File: src/rtl/ppt_regbank_pkg.sv
// ppt_regbank_pkg: register map offsets, control bit indices and reset defaults for ppt_regbank.
package ppt_regbank_pkg;
    localparam logic [3:0] OFS_CLK_DIV  = 4'h0;
    localparam logic [3:0] OFS_PERIOD_L = 4'h1;
    localparam logic [3:0] OFS_PERIOD_H = 4'h2;
    localparam logic [3:0] OFS_WIDTH_L  = 4'h3;
    localparam logic [3:0] OFS_WIDTH_H  = 4'h4;
    localparam logic [3:0] OFS_COUNT_L  = 4'h5;
    localparam logic [3:0] OFS_COUNT_H  = 4'h6;
    localparam logic [3:0] OFS_CTRL     = 4'h7;
    localparam logic [3:0] OFS_CDONE_L  = 4'h8;
    localparam logic [3:0] OFS_CDONE_H  = 4'h9;
    localparam logic [3:0] OFS_STATUS   = 4'hA;
    localparam logic [3:0] GLOBAL_WIN    = 4'hF;
    localparam logic [3:0] GOFS_ID       = 4'h0;
    localparam logic [3:0] GOFS_IRQ_STAT = 4'h1;
    localparam logic [3:0] GOFS_IRQ_EN   = 4'h2;
    localparam int CTRL_RUN      = 0;
    localparam int CTRL_START    = 1;
    localparam int CTRL_ABORT    = 2;
    localparam int STATUS_DONE   = 0;
    localparam int STATUS_STICKY = 1;
    localparam int DEF_CLK_DIV = 9;
    localparam int DEF_PERIOD  = 128;
    localparam int DEF_WIDTH   = 1;
    localparam int DEF_COUNT   = 16;
    localparam logic [3:0] ID_VERSION = 4'h1;
endpackage

File: src/rtl/ppt_regbank_ch.sv
// ppt_regbank_ch: one channel's staging/active config, CTRL strobes, COUNT_DONE snapshot and sticky DONE.
module ppt_regbank_ch
    import ppt_regbank_pkg::*;
#(
    parameter int CNT_W = 16,
    parameter int DIV_W = 5
) (
    input  logic             clk,
    input  logic             rst,
    input  logic             we,
    input  logic             re,
    input  logic [3:0]       ofs,
    input  logic [7:0]       wdata,
    input  logic [CNT_W-1:0] count_done,
    input  logic             done,
    input  logic             sticky_clr,
    output logic [DIV_W-1:0] clk_div,
    output logic [CNT_W-1:0] period,
    output logic [CNT_W-1:0] width,
    output logic [CNT_W-1:0] count,
    output logic             run,
    output logic             start,
    output logic             abort,
    output logic             sticky,
    output logic [7:0]       rdata
);
    logic [DIV_W-1:0] s_div;
    logic [CNT_W-1:0] s_per, s_wid, s_cnt;
    logic [CNT_W-9:0] snap_h;
    logic             done_q, ctrl_we, run_set, clr;
    assign ctrl_we = we && ofs == OFS_CTRL;
    assign run_set = ctrl_we && wdata[CTRL_RUN] && !wdata[CTRL_ABORT] && !run;
    assign clr = (we && ofs == OFS_STATUS && wdata[STATUS_STICKY]) || sticky_clr || run_set;
    always_ff @(posedge clk) begin
        if (rst) begin
            s_div   <= DIV_W'(DEF_CLK_DIV);
            s_per   <= CNT_W'(DEF_PERIOD);
            s_wid   <= CNT_W'(DEF_WIDTH);
            s_cnt   <= CNT_W'(DEF_COUNT);
            clk_div <= DIV_W'(DEF_CLK_DIV);
            period  <= CNT_W'(DEF_PERIOD);
            width   <= CNT_W'(DEF_WIDTH);
            count   <= CNT_W'(DEF_COUNT);
            run     <= 1'b0;
            start   <= 1'b0;
            abort   <= 1'b0;
            snap_h  <= '0;
            done_q  <= 1'b0;
            sticky  <= 1'b0;
        end else begin
            if (we && ofs == OFS_CLK_DIV)  s_div <= wdata[DIV_W-1:0];
            if (we && ofs == OFS_PERIOD_L) s_per[7:0] <= wdata;
            if (we && ofs == OFS_PERIOD_H) s_per[CNT_W-1:8] <= wdata[CNT_W-9:0];
            if (we && ofs == OFS_WIDTH_L)  s_wid[7:0] <= wdata;
            if (we && ofs == OFS_WIDTH_H)  s_wid[CNT_W-1:8] <= wdata[CNT_W-9:0];
            if (we && ofs == OFS_COUNT_L)  s_cnt[7:0] <= wdata;
            if (we && ofs == OFS_COUNT_H)  s_cnt[CNT_W-1:8] <= wdata[CNT_W-9:0];
            // Active config sees the staging value from before any same-cycle write
            if (!run || start) begin
                clk_div <= s_div;
                period  <= s_per;
                width   <= s_wid;
                count   <= s_cnt;
            end
            start <= ctrl_we && wdata[CTRL_START] && wdata[CTRL_RUN] && !wdata[CTRL_ABORT];
            abort <= ctrl_we && wdata[CTRL_ABORT];
            if (ctrl_we) run <= wdata[CTRL_RUN] && !wdata[CTRL_ABORT];
            if (re && ofs == OFS_CDONE_L) snap_h <= count_done[CNT_W-1:8];
            done_q <= done;
            sticky <= (done && !done_q) || (sticky && !clr);
        end
    end
    always_comb begin
        rdata = 8'h00;
        case (ofs)
            OFS_CLK_DIV:  rdata = 8'(s_div);
            OFS_PERIOD_L: rdata = s_per[7:0];
            OFS_PERIOD_H: rdata = 8'(s_per[CNT_W-1:8]);
            OFS_WIDTH_L:  rdata = s_wid[7:0];
            OFS_WIDTH_H:  rdata = 8'(s_wid[CNT_W-1:8]);
            OFS_COUNT_L:  rdata = s_cnt[7:0];
            OFS_COUNT_H:  rdata = 8'(s_cnt[CNT_W-1:8]);
            OFS_CTRL:     rdata = 8'(run);
            OFS_CDONE_L:  rdata = count_done[7:0];
            OFS_CDONE_H:  rdata = 8'(snap_h);
            OFS_STATUS:   rdata = {6'b0, sticky, done};
            default:      rdata = 8'h00;
        endcase
    end
endmodule

File: src/rtl/ppt_regbank.sv
// ppt_regbank: multi-channel PPT register bank with address decode, read mux and global window.
// PPT_REGBANK_IRQ_EN enables IRQ_EN, the IRQ_STAT W1C alias and the irq output.
module ppt_regbank
    import ppt_regbank_pkg::*;
#(
    parameter int NUM_CH = 2,
    parameter int CNT_W  = 16,
    parameter int DIV_W  = 5
) (
    input  logic                    clk,
    input  logic                    rst,
    input  logic [7:0]              address,
    input  logic [7:0]              data_in,
    input  logic                    write_enable,
    input  logic                    read_enable,
    output logic [7:0]              data_out,
    output logic [NUM_CH*DIV_W-1:0] clk_div,
    output logic [NUM_CH*CNT_W-1:0] period,
    output logic [NUM_CH*CNT_W-1:0] width,
    output logic [NUM_CH*CNT_W-1:0] count,
    output logic [NUM_CH-1:0]       run_ppt,
    output logic [NUM_CH-1:0]       start_ppt,
    output logic [NUM_CH-1:0]       abort_ppt,
    input  logic [NUM_CH*CNT_W-1:0] count_done,
    input  logic [NUM_CH-1:0]       done,
    output logic                    irq
);
    logic [3:0]        win, ofs;
    logic [7:0]        id, g_rdata;
    logic [7:0]        ch_rdata [NUM_CH];
    logic [NUM_CH-1:0] ch_we, sticky, sticky_clr;
    assign win = address[7:4];
    assign ofs = address[3:0];
    assign id  = {ID_VERSION, 4'(NUM_CH)};
    for (genvar c = 0; c < NUM_CH; c++) begin : g_ch
        assign ch_we[c] = write_enable && win == 4'(c);
        ppt_regbank_ch #(.CNT_W(CNT_W), .DIV_W(DIV_W)) u_ch (
            .clk        (clk),
            .rst        (rst),
            .we         (ch_we[c]),
            .re         (read_enable && win == 4'(c)),
            .ofs        (ofs),
            .wdata      (data_in),
            .count_done (count_done[c*CNT_W +: CNT_W]),
            .done       (done[c]),
            .sticky_clr (sticky_clr[c]),
            .clk_div    (clk_div[c*DIV_W +: DIV_W]),
            .period     (period[c*CNT_W +: CNT_W]),
            .width      (width[c*CNT_W +: CNT_W]),
            .count      (count[c*CNT_W +: CNT_W]),
            .run        (run_ppt[c]),
            .start      (start_ppt[c]),
            .abort      (abort_ppt[c]),
            .sticky     (sticky[c]),
            .rdata      (ch_rdata[c])
        );
    end
`ifdef PPT_REGBANK_IRQ_EN
    logic [NUM_CH-1:0] irq_en;
    assign sticky_clr = (write_enable && win == GLOBAL_WIN && ofs == GOFS_IRQ_STAT) ? data_in[NUM_CH-1:0] : '0;
    assign g_rdata = ofs == GOFS_ID ? id : ofs == GOFS_IRQ_STAT ? 8'(sticky) : ofs == GOFS_IRQ_EN ? 8'(irq_en) : 8'h00;
    always_ff @(posedge clk) begin
        if (rst) begin
            irq_en <= '0;
            irq    <= 1'b0;
        end else begin
            if (write_enable && win == GLOBAL_WIN && ofs == GOFS_IRQ_EN) irq_en <= data_in[NUM_CH-1:0];
            irq <= |(sticky & irq_en);
        end
    end
`else
    logic unused_sticky;
    assign unused_sticky = |sticky;
    assign sticky_clr = '0;
    assign g_rdata = ofs == GOFS_ID ? id : 8'h00;
    assign irq = 1'b0;
`endif
    always_comb begin
        data_out = win == GLOBAL_WIN ? g_rdata : 8'h00;
        for (int i = 0; i < NUM_CH; i++) data_out = win == 4'(i) ? ch_rdata[i] : data_out;
    end
endmodule

File: config.mk
export PLATFORM = sky130hd
export DESIGN_NAME = ppt_regbank
export DESIGN_NICKNAME = d
export VERILOG_FILES = /design/src/rtl/ppt_regbank_pkg.sv /design/src/rtl/ppt_regbank_ch.sv /design/src/rtl/ppt_regbank.sv
export SDC_FILE = /design/constraint.sdc
export NUM_CORES = 1
export LEC_CHECK = 0
export CORE_ASPECT_RATIO = 1.5
export CORE_UTILIZATION = 53
export CTS_CLUSTER_DIAMETER = 60
export DETAILED_ROUTE_END_ITERATION = 12
export HOLD_SLACK_MARGIN = 0.02
export PLACE_DENSITY = 0.8
export SLEW_MARGIN = 10
export SYNTH_ARGS = -nofsm -noshare
export SYNTH_HDL_FRONTEND = slang
export SYNTH_SLANG_ARGS = --single-unit
File: constraint.sdc
create_clock -name clk -period 1.9 [get_ports clk]
set_input_delay 0.285 -clock clk [delete_from_list [all_inputs] [get_ports clk]]
set_output_delay 0.285 -clock clk [all_outputs]
set_load 0.05 [all_outputs]
==> reports/results.txt <==
clk_skew = 0.0219 ns
drt first-iter violations = 790
hold_sp = rst
Final period util = 127%
P_leak = 0.00642 uW
final hold vios = 0
total global routing overflow = 0
worst relative slew slack = 64.4%
via count = 9899
mean post-synth cell area = 8.54 um^2
synthesis-stage register bit count = 238
Die Area = 19500 um^2
CTS root buf = clkbuf_16
routed length per placed instance = 21.1 um
Critical Path Sink Type = primary output
clk sinks = 238
Most used DFF post-synth = dfxtp_1
Clock Path Buffers = 3
vias in the first global route = 9782
IO Pins = 175
WP data arrival = 2.13 ns
Final Slew Violations = 0
drc violations = 0
clk slew on worst S/H paths = 0.07 ns
setup_tns = -2.92 ns
max capacitance violation total = 0
R2R Setup Slk = 0.50 ns
post-synth top area share = 47.4%
CP Class = reg2out
Hold Path Sink = g_ch[1].u_ch.s_wid[3]
Post-Synthesis Cell Area = 10000 um^2
Post-synth EDFFs = 0
clk_lat worst skew = 0.52 ns
Final nets = 1499
Critical path origin = g_ch[0].u_ch.s_per[10]
synth warn = 0
status = complete, but fails checks
setup ws final = -0.516 ns
fmax = 0.414 GHz
register area share after synthesis = 47.4%
Die Ht = 171 um
Worst Tran Pin Value = 0.534 ns
core area = 18500 um^2
hpwl dp = 25.8 mm
Final min period = 2.42 ns
H-Tree Depth = 1
drt total wl = 36.1 mm
Peak VDD IR = 0.852 mV
register share of total power = 48.2%
Critical Path RT = 1.62 ns
CP Max Fanout = 2
pre-CTS setup slack = -0.760 ns
critical path launch point type = register
Rows = 61
Power Density = 720 nW/um^2
layout cells sized above 1 = 24.8%
port bufs = 173
syn_nets = 1230
CTS tree = done
NetSw = 2420 uW
WHS Path Cells = 2
synth unique cells = 65
Inserted Clock Buffers = 22
final weighted congestion in routability-driven placement = 0.994
largest net degree at the start of global routing = 97
failing checks = setup timing
Clk pwr share = 43.0%
worst min path class = in2reg
Die W = 114 um
Antenna Diode Count = 0
P_int = 7950 uW
Via density = 5.78
Total Power = 10400 uW
Switching Fraction = 23.4%
RR Endpoint = g_ch[0].u_ch.period[0]
reg2reg start = g_ch[0].u_ch.start
Synth Instances = 1176
Global Route Usage Sum = 36.9%
asr flop ratio synth = 0%
Initial Utilization = 54.1%
reg2reg path depth = 4
area growth from synthesis to layout = 43.4%
DRT Pass-1 Iters = 5
initial antenna violation count = 0
leading area contributor after synthesis = dfxtp_1
RSZ-0062 raised after global routing = yes
first-pass GRT wire length = 54.3 mm
Synth area leaders = dfxtp_1 (47%), mux2i_1 (10%), nand2_1 (9.8%)
Antenna Nets Post-Route = 0
Min Hold Slack = 0.134 ns
Finish-stage setup viols = 8
Combinational Power Share = 8.8%
==> synth_stat cells (4+ instances only) <==
| cell type | count |
|---|---|
| a211oi_1 | 5 |
| a21oi_1 | 129 |
| a22o_1 | 4 |
| a22oi_1 | 17 |
| a32oi_1 | 10 |
| and3_1 | 5 |
| buf_2 | 18 |
| buf_4 | 12 |
| buf_6 | 4 |
| clkbuf_1 | 63 |
| dfxtp_1 | 238 |
| inv_1 | 7 |
| mux2_2 | 12 |
| mux2i_1 | 105 |
| nand2_1 | 261 |
| nand2b_1 | 7 |
| nand3_1 | 47 |
| nand3_2 | 6 |
| nand3_4 | 4 |
| nand3b_1 | 5 |
| nor2_1 | 110 |
| nor2b_1 | 14 |
| nor3_1 | 12 |
| o211ai_1 | 8 |
| o21ai_0 | 7 |
| o22ai_1 | 9 |
| o32ai_1 | 5 |
==> routing by layer <==
metal | wire (um) | global-route usage, %
met1 | 13000 | 39.1
met2 | 18200 | 66.1
met3 | 1860 | 4.64
met4 | 3060 | 27.9
met5 | 0 | 0
==> what timing repair did <==
action,CTS,global route
gates resized for setup,194,29
hold buffers,0,0
pin swaps,33,13
buffers inserted,19,5
cloned,2,0
endpoints found under the setup margin,103,8
hold endpoints to repair,0,0
==> per-stage QoR <==
step / instance area, um^2 / instances / util (%)
3_5_place_dp: 13100 / 1650 / 70.9
3_3_place_gp: 13100 / 1650 / 70.9
2_1_floorplan: 10300 / 1176 / -
5_1_grt: 14400 / 1713 / 77.7
6_report: 14400 / 1713 / 77.7
4_1_cts: 14300 / 1708 / 77.0
==> area by class of cell <==
type	count	area, um^2
Fill cell	1343	4140
Inverter	8	37.5
Tap cell	252	315
Multi-Input combinational cell	831	5240
Sequential cell	238	4800
Timing Repair Buffer	344	3280
Clock inverter	9	78.8
Clock buffer	31	656
==> how the worst max path moves through the flow <==
stage	endpoint	slack (ns)
floorplan	data_out[1]	-0.17
global placement	data_out[3]	-0.73
detailed placement	data_out[3]	-0.76
CTS	data_out[2]	-0.57
global route	data_out[2]	-0.57
finish	data_out[2]	-0.52
==> kinds of logic (layout without fill, tap and decap cells) <==
kind of cell           after synthesis  in the layout  share of synthesized area (%)
AOI/OAI and AO/OA                  219            219                           13.4
buffers and inverters              107            392                           5.13
DFF                                238            238                           47.4
muxes                              118            118                           11.9
other                                1              1                         0.0373
and+or+nand+nor                    493            493                           22.1
==> registers in the layout, summed over array words and instances (netlist names) <==
signal / cells
g_ch.u_ch.start: 2
g_ch.u_ch.sticky: 2
g_ch.u_ch.count: 32
g_ch.u_ch.s_cnt: 32
g_ch.u_ch.run: 2
g_ch.u_ch.period: 32
g_ch.u_ch.clk_div: 10
g_ch.u_ch.abort: 2
g_ch.u_ch.s_per: 32
g_ch.u_ch.width: 32
g_ch.u_ch.s_wid: 32
g_ch.u_ch.s_div: 10
g_ch.u_ch.snap_h: 16
g_ch.u_ch.done_q: 2
==> power groups by stage <==
stage          Sequential, uW  Combinational (uW)  Clock [uW]
6_report                 5000                 910        4460
5_1_grt                  5000                 937        4690
4_1_cts                  5010                 868        4490
3_5_place_dp             5120                 783           0
3_3_place_gp             5120                 784           0
2_1_floorplan            5120                 372           0
==> cells in the final DEF, fill, tap and decap left out, drive strengths merged, types with 9 or more instances in the layout <==
cell           instances
nand2                261
dfxtp                238
buf                  197
a21oi                129
nor2                 113
mux2i                105
dlygate4sd2           98
nand3                 57
clkdlybuf4s50         44
clkbuf                34
a22oi                 17
nor2b                 14
nor3                  13
mux2                  13
a32oi                 10
o22ai                  9
==> critical path, cell delays in order, from the launching register on <==
cell and delay (ns):
dfxtp_4 0.37, mux2_4 0.28, a22o_1 0.21, a2111oi_2 0.23, buf_4 0.17, o211ai_1 0.13
clkbuf_16 0.22
(Power assumes the default switching activity.)
